File: src/rtl/hilo_muldiv_sequencer_pkg.sv
// rtl/hilo_muldiv_sequencer_pkg.sv - shared funct codes, FSM states and decode helpers
package hilo_muldiv_sequencer_pkg;

  localparam logic [5:0] FUNCT_MFHI  = 6'h10;
  localparam logic [5:0] FUNCT_MTHI  = 6'h11;
  localparam logic [5:0] FUNCT_MFLO  = 6'h12;
  localparam logic [5:0] FUNCT_MTLO  = 6'h13;
  localparam logic [5:0] FUNCT_MULT  = 6'h18;
  localparam logic [5:0] FUNCT_MULTU = 6'h19;
  localparam logic [5:0] FUNCT_DIV   = 6'h1A;
  localparam logic [5:0] FUNCT_DIVU  = 6'h1B;

  typedef enum logic [1:0] {
    ST_IDLE = 2'd0,
    ST_MUL  = 2'd1,
    ST_DIV  = 2'd2,
    ST_FIX  = 2'd3
  } hilo_state_t;

  function automatic logic is_mul_funct(input logic [5:0] f);
    return (f == FUNCT_MULT) || (f == FUNCT_MULTU);
  endfunction

  function automatic logic is_div_funct(input logic [5:0] f);
    return (f == FUNCT_DIV) || (f == FUNCT_DIVU);
  endfunction

  function automatic logic is_hilo_funct(input logic [5:0] f);
    return is_mul_funct(f) || is_div_funct(f) ||
           (f == FUNCT_MFHI) || (f == FUNCT_MTHI) || (f == FUNCT_MFLO) || (f == FUNCT_MTLO);
  endfunction

  // Signed variants (mult, div) have funct bit 0 clear.
  function automatic logic is_signed_funct(input logic [5:0] f);
    return ~f[0];
  endfunction

endpackage

File: src/rtl/hilo_muldiv_sequencer_datapath.sv
// rtl/hilo_muldiv_sequencer_datapath.sv - shift-add multiply / restoring divide on magnitudes, sign fix-up
module muldiv_datapath #(
  parameter int WIDTH = 32
) (
  input  logic             clk,
  input  logic             rst_n,
  input  logic             load,
  input  logic             is_div,
  input  logic             is_signed,
  input  logic             step,
  input  logic [WIDTH-1:0] op_a,
  input  logic [WIDTH-1:0] op_b,
  output logic             div_zero,
  output logic [WIDTH-1:0] res_hi,
  output logic [WIDTH-1:0] res_lo
);

  logic [2*WIDTH-1:0] acc;
  logic [WIDTH-1:0]   b_reg;
  logic               div_mode;
  logic               neg_lo;
  logic               neg_hi;

  logic [WIDTH-1:0]   a_mag;
  logic [WIDTH-1:0]   b_mag;
  logic [WIDTH:0]     mul_sum;
  logic [2*WIDTH-1:0] mul_next;
  logic [WIDTH:0]     rem_sh;
  logic [WIDTH:0]     rem_diff;
  logic [2*WIDTH-1:0] div_next;
  logic [2*WIDTH-1:0] prod_neg;
  logic [WIDTH-1:0]   quo_neg;
  logic [WIDTH-1:0]   rem_neg;

  assign a_mag    = (is_signed && op_a[WIDTH-1]) ? -op_a : op_a;
  assign b_mag    = (is_signed && op_b[WIDTH-1]) ? -op_b : op_b;
  assign div_zero = is_div && (op_b == '0);

  // Multiply: multiplier sits in acc low half and is consumed LSB first.
  assign mul_sum  = {1'b0, acc[2*WIDTH-1:WIDTH]} + (acc[0] ? {1'b0, b_reg} : '0);
  assign mul_next = {mul_sum, acc[WIDTH-1:1]};

  // Divide: partial remainder in acc high half, quotient bits shift into the low half.
  assign rem_sh   = acc[2*WIDTH-1:WIDTH-1];
  assign rem_diff = rem_sh - {1'b0, b_reg};
  assign div_next = rem_diff[WIDTH] ? {rem_sh[WIDTH-1:0], acc[WIDTH-2:0], 1'b0}
                                    : {rem_diff[WIDTH-1:0], acc[WIDTH-2:0], 1'b1};

  assign prod_neg = -acc;
  assign quo_neg  = -acc[WIDTH-1:0];
  assign rem_neg  = -acc[2*WIDTH-1:WIDTH];

  always_comb begin
    if (div_mode) begin
      res_hi = neg_hi ? rem_neg : acc[2*WIDTH-1:WIDTH];
      res_lo = neg_lo ? quo_neg : acc[WIDTH-1:0];
    end else begin
      res_hi = neg_lo ? prod_neg[2*WIDTH-1:WIDTH] : acc[2*WIDTH-1:WIDTH];
      res_lo = neg_lo ? prod_neg[WIDTH-1:0] : acc[WIDTH-1:0];
    end
  end

  // Divide by zero preloads the final {HI,LO} so FIX just passes it through.
  always_ff @(posedge clk or negedge rst_n) begin
    if (!rst_n) begin
      acc      <= '0;
      b_reg    <= '0;
      div_mode <= 1'b0;
      neg_lo   <= 1'b0;
      neg_hi   <= 1'b0;
    end else if (load) begin
      div_mode <= is_div;
      if (div_zero) begin
        acc    <= {op_a, {WIDTH{1'b1}}};
        b_reg  <= '0;
        neg_lo <= 1'b0;
        neg_hi <= 1'b0;
      end else if (is_div) begin
        acc    <= {{WIDTH{1'b0}}, a_mag};
        b_reg  <= b_mag;
        neg_lo <= is_signed && (op_a[WIDTH-1] ^ op_b[WIDTH-1]);
        neg_hi <= is_signed && op_a[WIDTH-1];
      end else begin
        acc    <= {{WIDTH{1'b0}}, b_mag};
        b_reg  <= a_mag;
        neg_lo <= is_signed && (op_a[WIDTH-1] ^ op_b[WIDTH-1]);
        neg_hi <= 1'b0;
      end
    end else if (step) begin
      acc <= div_mode ? div_next : mul_next;
    end
  end

endmodule

File: src/rtl/hilo_muldiv_sequencer.sv
// rtl/hilo_muldiv_sequencer.sv - HI/LO owner: mul/div sequencing, pipeline stall, mf/mt access
module hilo_muldiv_sequencer
  import hilo_muldiv_sequencer_pkg::*;
#(
  parameter int WIDTH = 32
) (
  input  logic             clk,
  input  logic             rst_n,
  input  logic             req,
  input  logic [5:0]       funct,
  input  logic [WIDTH-1:0] op_a,
  input  logic [WIDTH-1:0] op_b,
  input  logic             flush,
  output logic             busy,
  output logic             stall,
  output logic [WIDTH-1:0] hi_out,
  output logic [WIDTH-1:0] lo_out,
  output logic [WIDTH-1:0] mf_data,
  output logic             div_zero
);

  localparam int CW = $clog2(WIDTH + 1);

  hilo_state_t      state, state_next;
  logic [CW-1:0]    cnt;
  logic             dz_pend;
  logic             take, accept_mul, accept_div, load, step, last_iter, dp_dz;
  logic [WIDTH-1:0] res_hi, res_lo;

  assign take       = (state == ST_IDLE) && req && !flush;
  assign accept_mul = take && is_mul_funct(funct);
  assign accept_div = take && is_div_funct(funct);
  assign load       = accept_mul || accept_div;
  assign step       = (state == ST_MUL) || (state == ST_DIV);
  assign last_iter  = (cnt == CW'(WIDTH - 1));

  muldiv_datapath #(.WIDTH(WIDTH)) u_datapath (
    .clk       (clk),
    .rst_n     (rst_n),
    .load      (load),
    .is_div    (is_div_funct(funct)),
    .is_signed (is_signed_funct(funct)),
    .step      (step),
    .op_a      (op_a),
    .op_b      (op_b),
    .div_zero  (dp_dz),
    .res_hi    (res_hi),
    .res_lo    (res_lo)
  );

  always_ff @(posedge clk or negedge rst_n) begin
    if (!rst_n) state <= ST_IDLE;
    else        state <= state_next;
  end

  always_comb begin
    state_next = state;
    case (state)
      ST_IDLE: begin
        if (accept_mul)      state_next = ST_MUL;
        else if (accept_div) state_next = dp_dz ? ST_FIX : ST_DIV;
      end
      ST_MUL, ST_DIV: begin
        if (flush)          state_next = ST_IDLE;
        else if (last_iter) state_next = ST_FIX;
      end
      ST_FIX:  state_next = ST_IDLE;
      default: state_next = ST_IDLE;
    endcase
  end

  always_comb begin
    busy    = (state != ST_IDLE);
    stall   = req && is_hilo_funct(funct) && busy;
    mf_data = '0;
    if (funct == FUNCT_MFHI)      mf_data = hi_out;
    else if (funct == FUNCT_MFLO) mf_data = lo_out;
  end

  always_ff @(posedge clk or negedge rst_n) begin
    if (!rst_n) begin
      cnt     <= '0;
      dz_pend <= 1'b0;
    end else begin
      cnt <= step ? cnt + CW'(1) : '0;
      if (load) dz_pend <= dp_dz;
    end
  end

  // A flush in FIX suppresses the write-back, leaving HI/LO and the sticky flag intact.
  always_ff @(posedge clk or negedge rst_n) begin
    if (!rst_n) begin
      hi_out   <= '0;
      lo_out   <= '0;
      div_zero <= 1'b0;
    end else if (state == ST_FIX) begin
      if (!flush) begin
        hi_out   <= res_hi;
        lo_out   <= res_lo;
        div_zero <= dz_pend;
      end
    end else begin
      if (load)                            div_zero <= 1'b0;
      if (take && funct == FUNCT_MTHI)     hi_out   <= op_a;
      if (take && funct == FUNCT_MTLO)     lo_out   <= op_a;
    end
  end

endmodule

File: config.mk
export PLATFORM = sky130hd
export DESIGN_NAME = hilo_muldiv_sequencer
export DESIGN_NICKNAME = d
export VERILOG_FILES = /design/src/rtl/hilo_muldiv_sequencer_pkg.sv /design/src/rtl/hilo_muldiv_sequencer_datapath.sv /design/src/rtl/hilo_muldiv_sequencer.sv
export SDC_FILE = /design/constraint.sdc
export NUM_CORES = 1
export LEC_CHECK = 0
export BUFFER_PORTS_ARGS = -buffer_cell sky130_fd_sc_hd__buf_4
export CAP_MARGIN = 20
export CELL_PAD_IN_SITES_DETAIL_PLACEMENT = 0
export CELL_PAD_IN_SITES_GLOBAL_PLACEMENT = 1
export CORE_MARGIN = 5
export CORE_UTILIZATION = 40
export CTS_CLUSTER_DIAMETER = 100
export DETAILED_ROUTE_END_ITERATION = 6
export HOLD_SLACK_MARGIN = 0.08
export PLACE_DENSITY_LB_ADDON = 0.1
export RECOVER_POWER = 25
export SETUP_SLACK_MARGIN = 0.15
export SLEW_MARGIN = 20
export SYNTH_ARGS = -nofsm -noshare
export SYNTH_HDL_FRONTEND = slang
export SYNTH_SLANG_ARGS = --single-unit
File: constraint.sdc
create_clock -name clk -period 4.65 [get_ports clk]
set_input_delay 0 -clock clk [delete_from_list [all_inputs] [get_ports clk]]
set_output_delay 0 -clock clk [all_outputs]
set_load 0.02 [all_outputs]
* Yosys cells after proc, flatten, opt, wreduce, memory -nomap -nowiden
Cells that the tools add are included.
Storage, ports and cells: register bits after elaboration 173, input port bits 74, output and inout bits 99, word-level logic and storage cells 108
Cells by class: add/sub/neg operators 8, equal/unequal tests 15, mux-type cells 38, bitwise operators 2, reduce and logical (&&, ||, !) cells 34
Operators by type and width (count):
- $mux W32 | 20
- $mux W64 | 5
- $neg A32 Y32 | 4
- $neg A64 Y64 | 1
- $eq A6 B5 Y1 const B | 9
- $add A32 B33 Y33 | 1
- $sub A33 B32 Y33 | 1
- $logic_not A32 Y1 | 1
- $logic_and A1 B1 Y1 | 12
- $reduce_bool A2 Y1 | 5
- $logic_or A1 B1 Y1 | 9
- $mux W2 | 4
- $reduce_and A2 Y1 | 4
- $mux W1 | 7
- $add A6 B1 Y6 const B | 1
- $mux W6 | 1
- $ne A3 B3 Y1 const B | 2
- $pmux W2 S3 | 1
- $eq A2 B2 Y1 const B | 2
- $eq A2 B1 Y1 const B | 1
- $logic_not A2 Y1 | 1
- $ne A2 B2 Y1 const B | 1
- $reduce_or A2 Y1 | 1
- $logic_not A1 Y1 | 1
- 2 further kinds | 2

* Longest topological paths before layout
Gate-level depths: netlist of run 1.
depth in word-level cells 9, gate-level depth with buffers 14, gate-level depth less buffers 12

* Cells and area by module
A second synthesis of run 1 with hierarchy kept.
Second synthesis, totals: cells, all modules 2089, area, all modules 16669.7 µm²
Modules (own cells, without submodules):
- muldiv_datapath | instances 1, cells an instance 1651, area each 12225.5 µm², seq. area each 2477.4 µm²
- hilo_muldiv_sequencer | instances 1, cells an instance 438, area each 4444.3 µm², seq. area each 1851.8 µm²

* Worst setup path after synthesis of run 1
Ideal clock, no wire load.
path kind reg-to-reg, start reg u_datapath.acc[0], end reg u_datapath.acc[60], library setup time 0.126 ns, arrival time 3.299 ns, required time 4.524 ns, setup slack 1.225 ns, stages on the path, launching flop included 15, buffers on the path 2, period minus slack after synthesis 3.425 ns, cell sequence dfrtp_1 -> inv_1 -> clkbuf_1 -> nor2_1 -> ha_1 -> clkbuf_1 -> nand4_1 -> nor2_1 -> a2111oi_2 -> a2111oi_0 -> or4_1 -> a21oi_1 -> xor2_1 -> nor3_1 -> o32a_1
On the way: cells in the longest elaborated chain, start to end 5
Ends and longest elaborated chain:
- start: declaration | line hilo_muldiv_sequencer_datapath.sv:18 | logic [2*WIDTH-1:0] acc;
- start signal: assignment | line hilo_muldiv_sequencer_datapath.sv:74 | acc <= {op_a, {WIDTH{1'b1}}};
- start signal: assignment | line hilo_muldiv_sequencer_datapath.sv:79 | acc <= {{WIDTH{1'b0}}, a_mag};
- start signal: assignment | line hilo_muldiv_sequencer_datapath.sv:84 | acc <= {{WIDTH{1'b0}}, b_mag};
- $mux W32 | line hilo_muldiv_sequencer_datapath.sv:40 | assign mul_sum = {1'b0, acc[2*WIDTH-1:WIDTH]} + (acc[0] ? {1'b0, b_reg} : '0);
- $add A32 B33 Y33 | line hilo_muldiv_sequencer_datapath.sv:40
- $mux W64 | line hilo_muldiv_sequencer_datapath.sv:90 | acc <= div_mode ? div_next : mul_next;
- $mux W64 | line hilo_muldiv_sequencer_datapath.sv:89 | end else if (step) begin
- $mux W64 | line hilo_muldiv_sequencer_datapath.sv:71 | end else if (load) begin
No other way between the ends. The select of a mux whose other input is x is not followed. A chain may end at the register's enable or synchronous reset.

* Worst setup path in the final report of run 1
Ends and elaborated chain as after synthesis.

==> flow_metrics.env, run 1 <==
export IMPL_syn_area_um2=16300
export IMPL_gp_congestion=1.00
export IMPL_use_met1_pct=43.7
export IMPL_synth_edff_count=0
export IMPL_cts_root_buf="clkbuf_16"
export IMPL_grt_pass1_wl_um=108000
export IMPL_vias_per_cell=6.15
export IMPL_grt_setup_unrepaired="no"
export IMPL_peakVddDrop_mv=0.398
export IMPL_leakage_uw=0.00834
export IMPL_outcome="complete, but fails checks"
export IMPL_gr_usage_all_layers_pct=32.0
export IMPL_yosys_area_share_simple_pct=20.9
export IMPL_slew_headroom_pct=-68.5
export IMPL_grt_overflow=0
export IMPL_cp_max_fo=13
export IMPL_die_x_um=212
export IMPL_synth_top_family_by_area="compound AO/OA/AOI/OAI gates"
export IMPL_first_pass_iters=5
export IMPL_yosysSeqAreaShare_pct=26.6
export IMPL_fillers=4066
export IMPL_cts_tree="done"
export IMPL_syn_nets=2291
export IMPL_ys_warnings_count=0
export IMPL_drive_gt1_share_pct=11.7
export IMPL_crit_path_end_kind="flip-flop"
export IMPL_ys_ff_latch=173
export IMPL_numCtsBuffers=17
export IMPL_drc=0
export IMPL_cts_setup_buffers=0
export IMPL_die_area_um2=44800
export IMPL_synth_xor_area_share_pct=9.20
export IMPL_synthAdderAreaFrac_pct=5.78
export IMPL_fin_crit_ns=4.21
export IMPL_synth_compound_area_share_pct=27.2
export IMPL_htreeDepth=4
export IMPL_tns_ns=0
export IMPL_power_density_nw_per_um2=781
export IMPL_slew_viol_final=90
export IMPL_violations="max-capacitance violations, max-slew violations"
export IMPL_maxCapViolCount=1
export IMPL_final_common_cell="nor2_1"
export IMPL_grt_pass1_vias=16500
export IMPL_fin_crit_sh_pct=90.5
export IMPL_wl_um=73800
export IMPL_synthFlopType="dfrtp_1"
export IMPL_clock_skew_ns=0.0138
export IMPL_max_slew_worst_pin_slew_ns=2.53
export IMPL_initial_core_util_pct=40.7
export IMPL_hpwlAfterDp_um=56300
export IMPL_worstPathArrival_ns=4.55
export IMPL_hold_class="in2reg"
export IMPL_layout_common_cells="nor2_1, o21ai_0, nand2_1, buf_4, a21oi_1"
export IMPL_grt_max_degree=98
export IMPL_coreArea_um2=40000
export IMPL_holdWs_ns=0.0951
export IMPL_rows=73
export IMPL_clk_latency_ns=0.47
export IMPL_final_seq_area_um2=4330
export IMPL_fmax_mhz=238
export IMPL_async_flop_share_pct=100
export IMPL_regMostFlops="u_datapath.acc"
export IMPL_final_setup_viol_count=0
export IMPL_critPathKind="reg2reg"
export IMPL_syn_inst=2143
export IMPL_die_h_um=212
export IMPL_crit_path_start_kind="flip-flop"
export IMPL_cts_sinks=173
export IMPL_vias=17500
export IMPL_detail_route_antenna_nets=0
export IMPL_hold_viol=0
export IMPL_drtIter0Drc=1826
export IMPL_avgSynthCellArea_um2=7.59
export IMPL_grt_use_met3_pct=7.66
export IMPL_cts_buffer_depth=2
export IMPL_grtUsageMet2_pct=48.2
export IMPL_wire_per_inst_um=25.9
export IMPL_areaGrowthSynthToFinish_pct=18.3
export IMPL_layout_nets=2455
export IMPL_p_total_uw=15000
export IMPL_ioPinCount=173
export IMPL_ys_types=83
export IMPL_largest_reg_flops=64
export IMPL_cts_clk_slew_worst_paths_ns=0.08
export IMPL_io_buffers=172
export IMPL_synthMuxAreaShare_pct=5.40
export IMPL_crit_required_ns=5.00
export IMPL_antenna_found_initial=5
export IMPL_multi_input_area_um2=11200
export IMPL_busiest_layer="met2"
worst paths after layout:
check | startpoint | to | slack (ns) | cells past startpoint
setup / recovery | u_datapath.acc[0]$_DFFE_PN0P_ | u_datapath.acc[60]$_DFFE_PN0P_ | 0.44 | 13
max in group asynchronous | rst_n | u_datapath.div_mode$_DFFE_PN0N_ | 1.95 | 2
hold reg to reg | cnt[0]$_DFF_PN0_ | cnt[0]$_DFF_PN0_ | 0.47 | 1
min in group asynchronous | rst_n | state[0]$_DFFE_PN0P_ | 0.79 | 2
hold / removal | op_b[3] | u_datapath.acc[3]$_DFFE_PN0P_ | 0.1 | 5
setup reg to reg | u_datapath.acc[0]$_DFFE_PN0P_ | u_datapath.acc[60]$_DFFE_PN0P_ | 0.44 | 13
per-stage QoR:
step           instance area [µm²]  util (%)  instances  setup slack, ns
2_1_floorplan                16300         -       2143             1.22
3_3_place_gp                 18100      45.2       2747            0.665
3_5_place_dp                 18100      45.3       2747            0.544
4_1_cts                      19300      48.3       2845            0.505
5_1_grt                      19200      48.1       2846            0.213
6_report                     19200      48.1       2849            0.443
kinds of logic after synthesis:
family                     count (synthesis)
and+or+nand+nor                          716
AOI/OAI and AO/OA                        713
buffers and inverters                    209
DFF                                      173
xor gates and xnor gates                 171
muxes                                     87
adders and majority gates                 74
power breakdown:
part           switching (µW)  internal, µW
Sequential               1060          2220
Clock                     702           796
Combinational            6340          3910
per-layer routing:
metal,vias up,share of wire [%]
met5,-,0.038
met4,4,5.0
met3,138,9.4
met2,852,43
met1,8453,43
li1,8066,-
layout make-up:
type	count	share of cell area [%]
multi-input combinational	1761	58.1
sequential	173	22.5
timing repair buffer	286	11.6
tap	525	3.41
clock buffer	20	2.27
inverter	68	1.33
clock inverter	12	0.709
antenna	4	0.0520
critical path: stages (launching register included):
cell and delay (ns):
dfrtp_1 0.45, inv_1 0.46, nor2_1 0.11, ha_1 0.38, nand4_1 0.26, nor2_1 0.11, a2111oi_2 0.48, a2111oi_0 0.25
buf_4 0.21, or4_1 0.57, a21oi_1 0.19, xor2_1 0.18, nor3_1 0.07, o32a_1 0.35
Yosys cell counts (6+ instances only):
library cell | instances | area [µm²]
or4_1 | 12 | 90.1
xnor2_1 | 84 | 736
mux2i_1 | 81 | 811
buf_2 | 8 | 40.0
o21bai_1 | 9 | 67.6
nor4_1 | 12 | 75.1
or3_1 | 20 | 125
mux2_2 | 6 | 67.6
nand4_1 | 15 | 93.8
nand2_1 | 216 | 811
and2_1 | 8 | 50.1
nand3_1 | 39 | 195
xor2_1 | 87 | 762
o211ai_1 | 37 | 278
ha_1 | 72 | 901
nor3_1 | 41 | 205
dfrtp_1 | 173 | 4330
o21ai_1 | 8 | 40.0
nand2b_1 | 27 | 169
buf_1 | 12 | 45.0
nand3b_1 | 7 | 52.6
or2_2 | 6 | 37.5
inv_1 | 68 | 255
o221ai_1 | 10 | 87.6
a22oi_1 | 20 | 150
o22ai_1 | 9 | 56.3
a21oi_1 | 183 | 916
a221oi_1 | 10 | 87.6
and3_1 | 23 | 144
o21a_1 | 8 | 60.1
a211oi_1 | 33 | 248
o31ai_1 | 23 | 173
nor2_1 | 238 | 893
a21o_1 | 50 | 375
nor2b_1 | 19 | 119
o21ai_0 | 224 | 1120
a211o_1 | 9 | 78.8
clkbuf_1 | 119 | 447
a31oi_1 | 26 | 163
o41ai_1 | 10 | 87.6
repair_timing:
item / CTS / global route
hold buffers: 66 / 0
hold endpoints to repair: 203 / 0
gates resized for setup: 0 / 0
setup endpoints to repair: 0 / 0
(Power assumes the default switching activity.)
==> run 2, diff against run 1 <==
--- a/config.mk
+++ b/config.mk
@@ -5,7 +5,7 @@
 export SDC_FILE = /design/constraint.sdc
 export NUM_CORES = 1
 export LEC_CHECK = 0
-export BUFFER_PORTS_ARGS = -buffer_cell sky130_fd_sc_hd__buf_4
+export BUFFER_PORTS_ARGS = -buffer_cell sky130_fd_sc_hd__buf_2
 export CAP_MARGIN = 20
 export CELL_PAD_IN_SITES_DETAIL_PLACEMENT = 0
 export CELL_PAD_IN_SITES_GLOBAL_PLACEMENT = 1
==> run 2 against run 1 <==
  * The flow still finishes with violations (max-capacitance violations, max-slew violations)
  * Die area did not move
  * Combinational power barely moved
  * Design area fell by 1.8%
  * Flip-flop and latch count did not move
  * Fmax rose by 0.54%
==> flow_metrics.env, run 2 (synthesized netlist as in run 1, its figures left out) <==
export IMPL_worstPathArrival_ns=4.58
export IMPL_slew_headroom_pct=-59.3
export IMPL_grt_max_degree=108
export IMPL_hpwlAfterDp_um=56900
export IMPL_crit_path_start_kind="flip-flop"
export IMPL_hold_class="in2reg"
export IMPL_cp_max_fo=13
export IMPL_grt_pass1_wl_um=109000
export IMPL_layout_nets=2460
export IMPL_fin_crit_sh_pct=90.0
export IMPL_initial_core_util_pct=40.7
export IMPL_tns_ns=0
export IMPL_grt_setup_unrepaired="no"
export IMPL_die_h_um=212
export IMPL_layout_setup_ws_ns=0.466
export IMPL_drc=0
export IMPL_vias=17600
export IMPL_final_seq_area_um2=4330
export IMPL_max_slew_worst_pin_slew_ns=2.39
export IMPL_gr_usage_all_layers_pct=32.6
export IMPL_cts_root_buf="clkbuf_16"
export IMPL_grt_pass1_vias=16300
export IMPL_cts_sinks=173
export IMPL_detail_route_antenna_nets=0
export IMPL_fin_crit_ns=4.18
export IMPL_hold_viol=0
export IMPL_wl_um=74800
export IMPL_cts_buffer_depth=2
export IMPL_power_density_nw_per_um2=792
export IMPL_final_setup_viol_count=0
export IMPL_critPathKind="reg2reg"
export IMPL_maxCapViolCount=1
export IMPL_holdWs_ns=0.0958
export IMPL_leakage_uw=0.00827
export IMPL_clk_latency_ns=0.52
export IMPL_peakVddDrop_mv=0.395
export IMPL_die_x_um=212
export IMPL_p_sw_uw=8220
export IMPL_grt_overflow=0
export IMPL_clock_skew_ns=0.0143
export IMPL_largest_reg_flops=64
export IMPL_crit_required_ns=5.05
export IMPL_drtIter0Drc=1811
export IMPL_antennaDiodeCount=0
export IMPL_coreArea_um2=40000
export IMPL_drive_gt1_share_pct=11.7
export IMPL_crit_path_end_kind="flip-flop"
export IMPL_numCtsBuffers=17
export IMPL_htreeDepth=4
export IMPL_first_pass_iters=6
export IMPL_wire_per_inst_um=26.3
export IMPL_vias_per_cell=6.16
export IMPL_io_buffers=172
export IMPL_areaGrowthSynthToFinish_pct=16.2
export IMPL_cts_resized_gates=0
export IMPL_violations="max-capacitance violations, max-slew violations"
export IMPL_ioPinCount=173
export IMPL_power_frac_comb_pct=67.9
export IMPL_regMostFlops="u_datapath.acc"
export IMPL_placed_area_um2=17700
export IMPL_pre_cts_slack_ns=0.553
export IMPL_gp_congestion=0.972
export IMPL_die_area_um2=44800
export IMPL_multi_input_area_um2=11200
export IMPL_final_common_cell="nor2_1"
export IMPL_power_frac_clock_pct=10.1
export IMPL_slew_viol_final=85
export IMPL_final_area_um2=18900
export IMPL_outcome="complete, but fails checks"
export IMPL_cts_tree="done"
export IMPL_fillers=4067
export IMPL_fmax_mhz=239
export IMPL_layout_common_cells="nor2_1, o21ai_0, nand2_1, a21oi_1, dfrtp_1"
export IMPL_rows=73
export IMPL_p_sw_share_pct=54.9
export IMPL_seqPwrFrac_pct=22.1
export IMPL_p_int_uw=6760
export IMPL_antenna_found_initial=2
export IMPL_cts_clk_slew_worst_paths_ns=0.07
==> run 2: cell types whose count changed in the layout (fill, tap and decap cells not counted), moves of 2 or more <==
| cell | change |
|---|---|
| dlygate4sd3_1 | +2 |
| diode_2 | -4 |
| clkinvlp_4 | -2 |
| inv_8 | +2 |
| buf_4 | -143 |
| buf_2 | +142 |
| clkbuf_1 | +3 |
==> run 2: cell type report <==
type | count | area share [%]
clock buffers | 19 | 2.29
clock inverters | 13 | 0.695
inverters | 68 | 1.35
multi-input cells | 1761 | 59.2
flip-flops and latches | 173 | 22.9
well taps | 525 | 3.47
repair buffers | 291 | 10.1
==> run 2: path summary, 6_finish.rpt <==
kind,from,endpoint,slack [ns],cells past startpoint
worst max-delay path,u_datapath.acc[0]$_DFFE_PN0P_,u_datapath.acc[63]$_DFFE_PN0P_,0.47,13
worst min-delay path,op_b[4],u_datapath.acc[4]$_DFFE_PN0P_,0.1,5
worst max register to register,u_datapath.acc[0]$_DFFE_PN0P_,u_datapath.acc[63]$_DFFE_PN0P_,0.47,13
worst min register to register,cnt[0]$_DFF_PN0_,cnt[0]$_DFF_PN0_,0.47,1
max in group asynchronous,rst_n,u_datapath.div_mode$_DFFE_PN0N_,2.19,2
min in group asynchronous,rst_n,cnt[5]$_DFF_PN0_,0.69,2
==> run 2: power groups by stage <==
stage | logic [µW] | clock network (µW) | registers, µW
4_1_cts | 10000 | 1520 | 3250
5_1_grt | 11100 | 1570 | 3350
3_3_place_gp | 9920 | 0 | 3250
3_5_place_dp | 9920 | 0 | 3270
2_1_floorplan | 6730 | 0 | 3110
6_report | 10200 | 1510 | 3300
==> run 2: routing by layer <==
layer	global-route usage, %	part of all wire, %	up-vias
met4	12.0	3.9	2
met5	0	0.017	-
met1	46.3	44	8502
met2	49.7	44	829
met3	5.93	8.6	137
li1	-	-	8089
==> run 2: critical path, stage by stage (launching register included) <==
cell      delay (ns)
dfrtp_1         0.44
inv_1           0.50
nor2_1          0.19
fa_1            0.49
a211oi_1        0.42
o21ai_0         0.33
nand3_1         0.25
nand3_1         0.17
a21oi_1         0.18
buf_4           0.17
nor2_1          0.06
nor3_1          0.31
o21ai_0         0.17
a311o_1         0.37
==> run 2: metrics by stage <==
stage,power (µW),std cells,util [%]
after floorplan,9850,2143,-
after global placement,13200,2750,44.2
after detailed placement,13200,2750,44.2
after CTS,14800,2850,47.4
after global routing,16000,2850,47.3
final,15000,2850,47.3
==> run 2: what timing repair did <==
action / CTS / global route
hold buffers: 68 / 0
hold endpoints to repair: 209 / 0
buffers inserted: 0 / 0
